===== src/rtl/instr_fetch.sv =====
// -----------------------------------------------------------------------------
// instr_fetch -- instruction fetch unit with a small prefetch queue.
//
// Issues sequential word reads to instruction memory and keeps at most one read
// outstanding. Returned words go into a DEPTH-entry FIFO that feeds decode. A
// redirect (taken branch/jump) flushes the FIFO and restarts fetching at the
// new address. If a read is still in flight when the redirect arrives, the
// read is allowed to finish and its data is dropped.
//
// Parameters
//   RESET_PC     first fetch address after reset
//   DEPTH        prefetch queue entries (power of two, 2..16)
//
// Ports
//   clock        sole clock, rising-edge
//   reset        synchronous, active-high
//   imem_req     registered read request
//   imem_addr    word-aligned read address, valid while imem_req is high
//   imem_ack     memory completes the request this cycle (only counts when
//                imem_req is high)
//   imem_rdata   instruction word, valid with imem_ack
//   dec_valid    queue head holds an instruction for decode
//   dec_instr    instruction at the queue head
//   dec_pc       address of dec_instr
//   dec_ready    decode takes the head this cycle
//   redirect     flush the queue and refetch from redirect_pc
//   redirect_pc  new fetch address, bits [1:0] ignored
//   fetch_count  count of instructions handed to decode (only when the
//                INSTR_FETCH_PERF_EN macro is defined)
//
// Build option
//   INSTR_FETCH_PERF_EN  adds the fetch_count port and its counter.
// -----------------------------------------------------------------------------
module instr_fetch #(
  parameter logic [31:0] RESET_PC = 32'h0000_0000,
  parameter int unsigned DEPTH    = 4
) (
  input  logic        clock,
  input  logic        reset,
  output logic        imem_req,
  output logic [31:0] imem_addr,
  input  logic        imem_ack,
  input  logic [31:0] imem_rdata,
  output logic        dec_valid,
  output logic [31:0] dec_instr,
  output logic [31:0] dec_pc,
  input  logic        dec_ready,
  input  logic        redirect,
`ifdef INSTR_FETCH_PERF_EN
  input  logic [31:0] redirect_pc,
  output logic [31:0] fetch_count
`else
  input  logic [31:0] redirect_pc
`endif
);

  localparam int unsigned PTR_W = $clog2(DEPTH);
  localparam int unsigned CNT_W = PTR_W + 1;
  localparam logic [CNT_W-1:0] FULL_CNT = CNT_W'(DEPTH);

  // IDLE: no read in flight. WAIT: read in flight, data will be kept.
  // DROP: read in flight, data will be thrown away (a redirect overtook it).
  typedef enum logic [1:0] {
    ST_IDLE = 2'd0,
    ST_WAIT = 2'd1,
    ST_DROP = 2'd2
  } state_t;

  typedef struct packed {
    logic [31:0] pc;
    logic [31:0] instr;
  } entry_t;

  state_t           state_q, state_d;
  logic             req_q;
  logic [31:0]      addr_q;
  logic [31:0]      fetch_pc_q, fetch_pc_d;
  logic [31:0]      redirect_target;

  entry_t           queue_mem [DEPTH];
  logic [PTR_W-1:0] rd_ptr_q, wr_ptr_q;
  logic [CNT_W-1:0] count_q, count_d;

  logic             ack_ok;
  logic             push;
  logic             pop;

  // ---------------------------------------------------------------------------
  // Handshake qualifiers
  // ---------------------------------------------------------------------------
  // An ack only means something while our own request is up.
  assign ack_ok = req_q & imem_ack;
  assign pop    = dec_valid & dec_ready;
  // Data is kept only when it belongs to the current fetch stream.
  assign push   = (state_q == ST_WAIT) & ack_ok & ~redirect;
  // Masking keeps every redirect_pc bit in use while forcing word alignment.
  assign redirect_target = redirect_pc & 32'hFFFF_FFFC;

  // ---------------------------------------------------------------------------
  // Queue occupancy and fetch address for the next cycle
  // ---------------------------------------------------------------------------
  always_comb begin
    // NOTE: every signal assigned in a combinational block gets a default
    // first, so no path leaves it unassigned and no latch is inferred.
    count_d = count_q;
    if (redirect) begin
      // A pop in the redirect cycle is irrelevant: everything is flushed.
      count_d = '0;
    end else begin
      count_d = count_q + CNT_W'(push) - CNT_W'(pop);
    end
  end

  always_comb begin
    fetch_pc_d = fetch_pc_q;
    if (redirect) begin
      fetch_pc_d = redirect_target;
    end else if (push) begin
      // Plain 32-bit add: FFFF_FFFC wraps to 0000_0000.
      fetch_pc_d = fetch_pc_q + 32'd4;
    end
  end

  // ---------------------------------------------------------------------------
  // FSM: state register
  // ---------------------------------------------------------------------------
  always_ff @(posedge clock) begin
    // NOTE: clocked state uses non-blocking assignments so every flop samples
    // the values from before the edge, independent of statement order.
    if (reset) begin
      state_q <= ST_IDLE;
    end else begin
      state_q <= state_d;
    end
  end

  // ---------------------------------------------------------------------------
  // FSM: next-state logic
  // ---------------------------------------------------------------------------
  always_comb begin
    state_d = state_q;
    unique case (state_q)
      ST_IDLE: begin
        // A redirect empties the queue, so it always leaves room to fetch.
        if (redirect || (count_q < FULL_CNT)) begin
          state_d = ST_WAIT;
        end
      end
      ST_WAIT: begin
        if (redirect) begin
          // With the ack in hand the old read is already done; otherwise it
          // must still be drained.
          state_d = ack_ok ? ST_WAIT : ST_DROP;
        end else if (ack_ok && (count_d >= FULL_CNT)) begin
          state_d = ST_IDLE;
        end
      end
      ST_DROP: begin
        if (ack_ok) begin
          state_d = ST_WAIT;
        end
      end
      default: state_d = ST_IDLE;
    endcase
  end

  // ---------------------------------------------------------------------------
  // Request, address, fetch PC and queue pointers
  // ---------------------------------------------------------------------------
  always_ff @(posedge clock) begin
    if (reset) begin
      req_q      <= 1'b0;
      addr_q     <= RESET_PC;
      fetch_pc_q <= RESET_PC;
      rd_ptr_q   <= '0;
      wr_ptr_q   <= '0;
      count_q    <= '0;
    end else begin
      req_q      <= (state_d != ST_IDLE);
      fetch_pc_q <= fetch_pc_d;
      count_q    <= count_d;
      // In DROP the in-flight address must stay on the bus until its ack.
      if (state_d != ST_DROP) begin
        addr_q <= fetch_pc_d;
      end
      if (redirect) begin
        rd_ptr_q <= '0;
        wr_ptr_q <= '0;
      end else begin
        if (push) begin
          wr_ptr_q <= wr_ptr_q + PTR_W'(1);
        end
        if (pop) begin
          rd_ptr_q <= rd_ptr_q + PTR_W'(1);
        end
      end
    end
  end

  // NOTE: the queue storage has no reset; the pointers and count alone decide
  // which entries are meaningful, so clearing the array would buy nothing.
  always_ff @(posedge clock) begin
    if (push) begin
      queue_mem[wr_ptr_q] <= '{pc: fetch_pc_q, instr: imem_rdata};
    end
  end

  // ---------------------------------------------------------------------------
  // FSM / datapath outputs
  // ---------------------------------------------------------------------------
  always_comb begin
    imem_req  = req_q;
    imem_addr = addr_q;
    dec_valid = (count_q != '0);
    dec_instr = queue_mem[rd_ptr_q].instr;
    dec_pc    = queue_mem[rd_ptr_q].pc;
  end

`ifdef INSTR_FETCH_PERF_EN
  // ---------------------------------------------------------------------------
  // Performance counter: instructions actually delivered to decode. A pop in a
  // redirect cycle is cancelled by the flush and is not counted.
  // ---------------------------------------------------------------------------
  logic [31:0] perf_q;

  always_ff @(posedge clock) begin
    if (reset) begin
      perf_q <= '0;
    end else if (pop && !redirect) begin
      perf_q <= perf_q + 32'd1;
    end
  end

  assign fetch_count = perf_q;
`endif

endmodule

===== config.mk =====
export PLATFORM = sky130hd
export DESIGN_NAME = instr_fetch
export DESIGN_NICKNAME = d
export VERILOG_FILES = /design/src/rtl/instr_fetch.sv
export SDC_FILE = /design/constraint.sdc
export NUM_CORES = 1
export LEC_CHECK = 0
export ABC_AREA = 1
export CAP_MARGIN = 20
export CORE_ASPECT_RATIO = 0.8
export CORE_UTILIZATION = 55
export CTS_CLUSTER_DIAMETER = 100
export DETAILED_ROUTE_END_ITERATION = 8
export GPL_ROUTABILITY_DRIVEN = 1
export PLACE_DENSITY = 0.79
export SKIP_LAST_GASP = 1
export SYNTH_ARGS = -nofsm -noshare
export SYNTH_HDL_FRONTEND = slang
export SYNTH_SLANG_ARGS = --single-unit

===== constraint.sdc =====
create_clock -name clock -period 4.43 [get_ports clock]
set_input_delay 0.443 -clock clock [delete_from_list [all_inputs] [get_ports clock]]
set_output_delay 0.443 -clock clock [all_outputs]
set_load 0.005 [all_outputs]

== Word-level counts from Yosys, hierarchy flattened ==
Memory sizes are Yosys's and may differ from the RTL's. A register that Yosys moved wholly into a read port is not among the register bits.
Cells that the tools add are included.

* Register bits: 74
* Bits in latches: 0
* Memory bits (writable): 256
* Memory bits (read-only): 0
* Input port bits: 69
* Output and inout port bits: 98
* Logic and storage cells: 42
* Memories kept: 1

{| class="wikitable"
|+ Memory list
! name !! depth !! width !! read ports !! clocked after memory_dff !! wr ports !! RTL line !! text
|-
| queue_mem || 4 || 64 || 1 || 1 || 1 || 80 || <nowiki>entry_t queue_mem [DEPTH];</nowiki>
|}

* Add/subtract/negate cells: 5
* Multiply operators: 0
* Divide/modulo/power cells: 0
* Magnitude comparators: 2
* Equal/unequal tests: 3
* Shifts and indexed selects: 0
* Muxes and demuxes: 13
* Bitwise operators: 5
* Reductions and logical operators: 6

{| class="wikitable"
|+ Operator list
! kind !! number
|-
| $mux 32 || 2
|-
| $add 32x3->32 const B || 1
|-
| $mux 2 || 7
|-
| $pmux 2 s3 || 1
|-
| $add 2x1->2 const B || 2
|-
| $and 1x1->1 || 4
|-
| $add 3x1->3 || 1
|-
| $ge 3x3->1 const B || 1
|-
| $lt 3x3->1 const B || 1
|-
| $mux 3 || 1
|-
| $reduce_bool 3->1 || 1
|-
| $sub 3x1->3 || 1
|-
| $eq 2x1->1 const B || 1
|-
| $eq 2x2->1 const B || 1
|-
| $logic_not 2->1 || 1
|-
| $mux 1 || 2
|-
| $ne 2x2->1 const B || 1
|-
| $reduce_bool 2->1 || 1
|-
| $reduce_or 2->1 || 1
|-
| $logic_and 1x1->1 || 1
|-
| $logic_or 1x1->1 || 1
|-
| $not 1->1 || 1
|}

== Longest topological paths before layout ==
* Depth in word-level cells: 12
* Gate-level depth with buffers: 18
* Gate-level depth less buffers: 18

== Worst setup path after synthesis ==
No wires, ideal clock.

* Path type: input -> register
* Start point: in imem_ack
* End point: mem queue_mem[0][0] (netlist name) (enable)
* Library setup time: 0.486 ns
* Data arrival time: 3.636 ns
* Required time: 3.944 ns
* Path slack: 0.308 ns
* Stages on the path: 5
* Path buffers: 1
* Path through: nand2_2 nor2_4 nand2_4 buf_4 nor2_1

* Longest elaborated chain between the ends: 5

{| class="wikitable"
|+ Ends and longest elaborated chain
! item !! RTL line !! text
|-
| start, declared || 42 || <nowiki>input logic imem_ack,</nowiki>
|-
| $and 1x1->1 || 92 || <nowiki>assign ack_ok = req_q & imem_ack;</nowiki>
|-
| $and 1x1->1 (2 in series) || 95 || <nowiki>assign push = (state_q == ST_WAIT) & ack_ok & ~redirect;</nowiki>
|-
| $mux 1 || 203 || <nowiki>if (push) begin</nowiki>
|-
| $mux 1 (not written as such) || 204 || <nowiki>queue_mem[wr_ptr_q] <= '{pc: fetch_pc_q, instr: imem_rdata};</nowiki>
|-
| end, declared || 80 ||
|}

No other way between the ends.

==> out/results.tsv <==
metric	value	unit
tightest_slew	960	ps
antenna_found_initial	0	
ys_types	42	
syn_inst	1192	
cts_resized	0	
routedWlPerCell	18.3	um
drtAntennaViolNets	0	
rows	50	
synth-edff-count	256	
worstSkewPairLatency	550	ps
drv_slew	0	
routed_via_density	5.60	
p_per_area	396	mW/mm2
core_area	0.0236	mm2
end_kind	output pin	
p_leak	6.07	nW
die_area	0.0249	mm2
grt_pass1_wl	47700	um
track_usage	0.246	
grt_max_degree	97	
antennaDiodeCount	0	
dp_slack	1250	ps
syn_avg_cell_area	11.2	um2
timing.final.crit_share	0.822	
placed_area	0.0153	mm2
setup_viol_count_final	0	
cts_sinks	332	
synth_fp_nets	1269	
finalHoldViolCount	0	
fmax	0.275	GHz
crit_arrival	3200	ps
required	3990	ps
nets	1428	
port_buffers	164	
final_common_cell	edfxtp_1	
clk_pin_slew	60	ps
utilization	0.691	
async_flop_share	0	
worstSetupStartpointType	flip-flop	
min_period	3640	ps
yosys_warnings	0	
drt_pass1_iterations	5	
clockBufferDepth	3	
peakVddDrop	0.364	mV
grt_pass1_vias	9099	
crit_fanout	57	
drc	0	
synth-seq-area-share	0.691	
fin_area	0.0163	mm2
rsz0062_at_grt	no	
grt-ovfl-total	0	
skew	6.83	ps
route.final.wire_length	30900	um
synth_area	0.0133	mm2
clockRootBuffer	clkbuf_16	
routed-via-count	9461	
dp_hpwl	18600	um
cts_hold_buffers	0	
cts_buffers	31	
slew_headroom	0.360	
fin_ws	789	ps
synth_seq_cells	332	
io_pins	167	
h-tree-depth	1	
maxCapViolCount	0	
gp_congestion	0.895	
synthFlopType	edfxtp_1	
area_growth	22.3	%
cts_setup_buffers	0	
path_class	reg -> out	
min_path_type	reg -> reg	
final_cell_mix	edfxtp_1 (256), nor2_1 (172), clkdlybuf4s50_1 (164)	
die_x	176	um
cts_tree	yes	
tns	0	ps
start_util	0.565	
drt_iter0_drc	1063	
drive_above_1_share	0.0828	
die_h	141	um
status	finished, final reports clean	
[critical path, cell delays in order (launching register included)]
cell and delay (ps):
dfxtp_4 570, clkinv_2 690, buf_4 520, o21ai_0 230, o22ai_1 140, clkdlybuf4s50_1 470
[metrics by stage]
| stage | cells | power, mW | hold WS (ps) |
|---|---|---|---|
| final | 1688 | 6.45 | 474 |
| after global routing | 1688 | 6.65 | 460 |
| after CTS | 1688 | 6.48 | 450 |
| after detailed placement | 1630 | 3.93 | 451 |
| after global placement | 1629 | 3.92 | 438 |
| after floorplan | 1192 | 3.70 | 436 |
[power by group]
| part | total (mW) | switching, mW | internal [mW] |
|---|---|---|---|
| clock network | 2.58 | 1.11 | 1.47 |
| logic | 0.387 | 0.190 | 0.197 |
| registers | 3.49 | 0.0683 | 3.42 |
| total | 6.45 | 1.37 | 5.09 |
[cell usage after synthesis (3+ instances only)]
master      n  area, um2
o21ai_0   147        736
nor2_2      6       37.5
nor2_1    176        661
nor2_4      6       67.6
or2_2       8       50.1
inv_1      94        353
o211ai_1    3       22.5
nor3_1      4       20.0
o22ai_1    68        425
nand3_2     3       30.0
o21bai_1    4       30.0
nand2_1   128        480
xor2_1      3       26.3
nand4_1     8       50.1
buf_1       3       11.3
inv_2       6       22.5
o22a_1      3       26.3
clkbuf_1   38        143
nand3_1    71        355
ha_1        7       87.6
buf_2      12       60.1
o21ai_1    11       55.1
edfxtp_1  256       7690
a21oi_1    24        120
dfxtp_1    76       1520
nand2_2     4       25.0
[cell families after synthesis]
kind of cell,Yosys count,share of synthesized area
DFF,332,0.691
AOI/OAI and AO/OA,262,0.108
adders and majority gates,8,0.00807
buffers and inverters,158,0.0470
xor gates and xnor gates,4,0.00263
and+or+nand+nor,428,0.144
[worst paths after layout]
kind,start,to,slack [ps],cells past startpoint
setup / recovery,flip-flop,dec_pc[12],790,5
hold / removal,rd_ptr_q[1],flip-flop,470,2
setup reg to reg,count_q[1],imem_req,1700,18
hold reg to reg,rd_ptr_q[1],flip-flop,470,2
[area by class of cell]
class,count,area (um2)
Clock inverter,11,95.1
Inverter,102,384
Timing Repair Buffer,182,1790
Tap cell,312,390
Multi-Input combinational cell,702,3530
Clock buffer,47,906
Sequential cell,332,9210
Fill cell,1663,7280
[per-layer routing]
metal / up-vias / routed length, um / global-route usage
li1: 4494 / - / -
met1: 4522 / 13700 / 0.354
met2: 402 / 14600 / 0.404
met3: 43 / 2240 / 0.0297
met4: 0 / 425 / 0.0508
met5: - / 0 / 0
[sequential cells by signal, summed over array words and instances (netlist names), named ones only]
register,cells
queue_mem,256
wr_ptr_q,2
count_q,3
imem_req,1
state_q,2
imem_addr,32
fetch_pc_q,32
rd_ptr_q,2
Note: power is estimated with default switching activity, not from simulation.
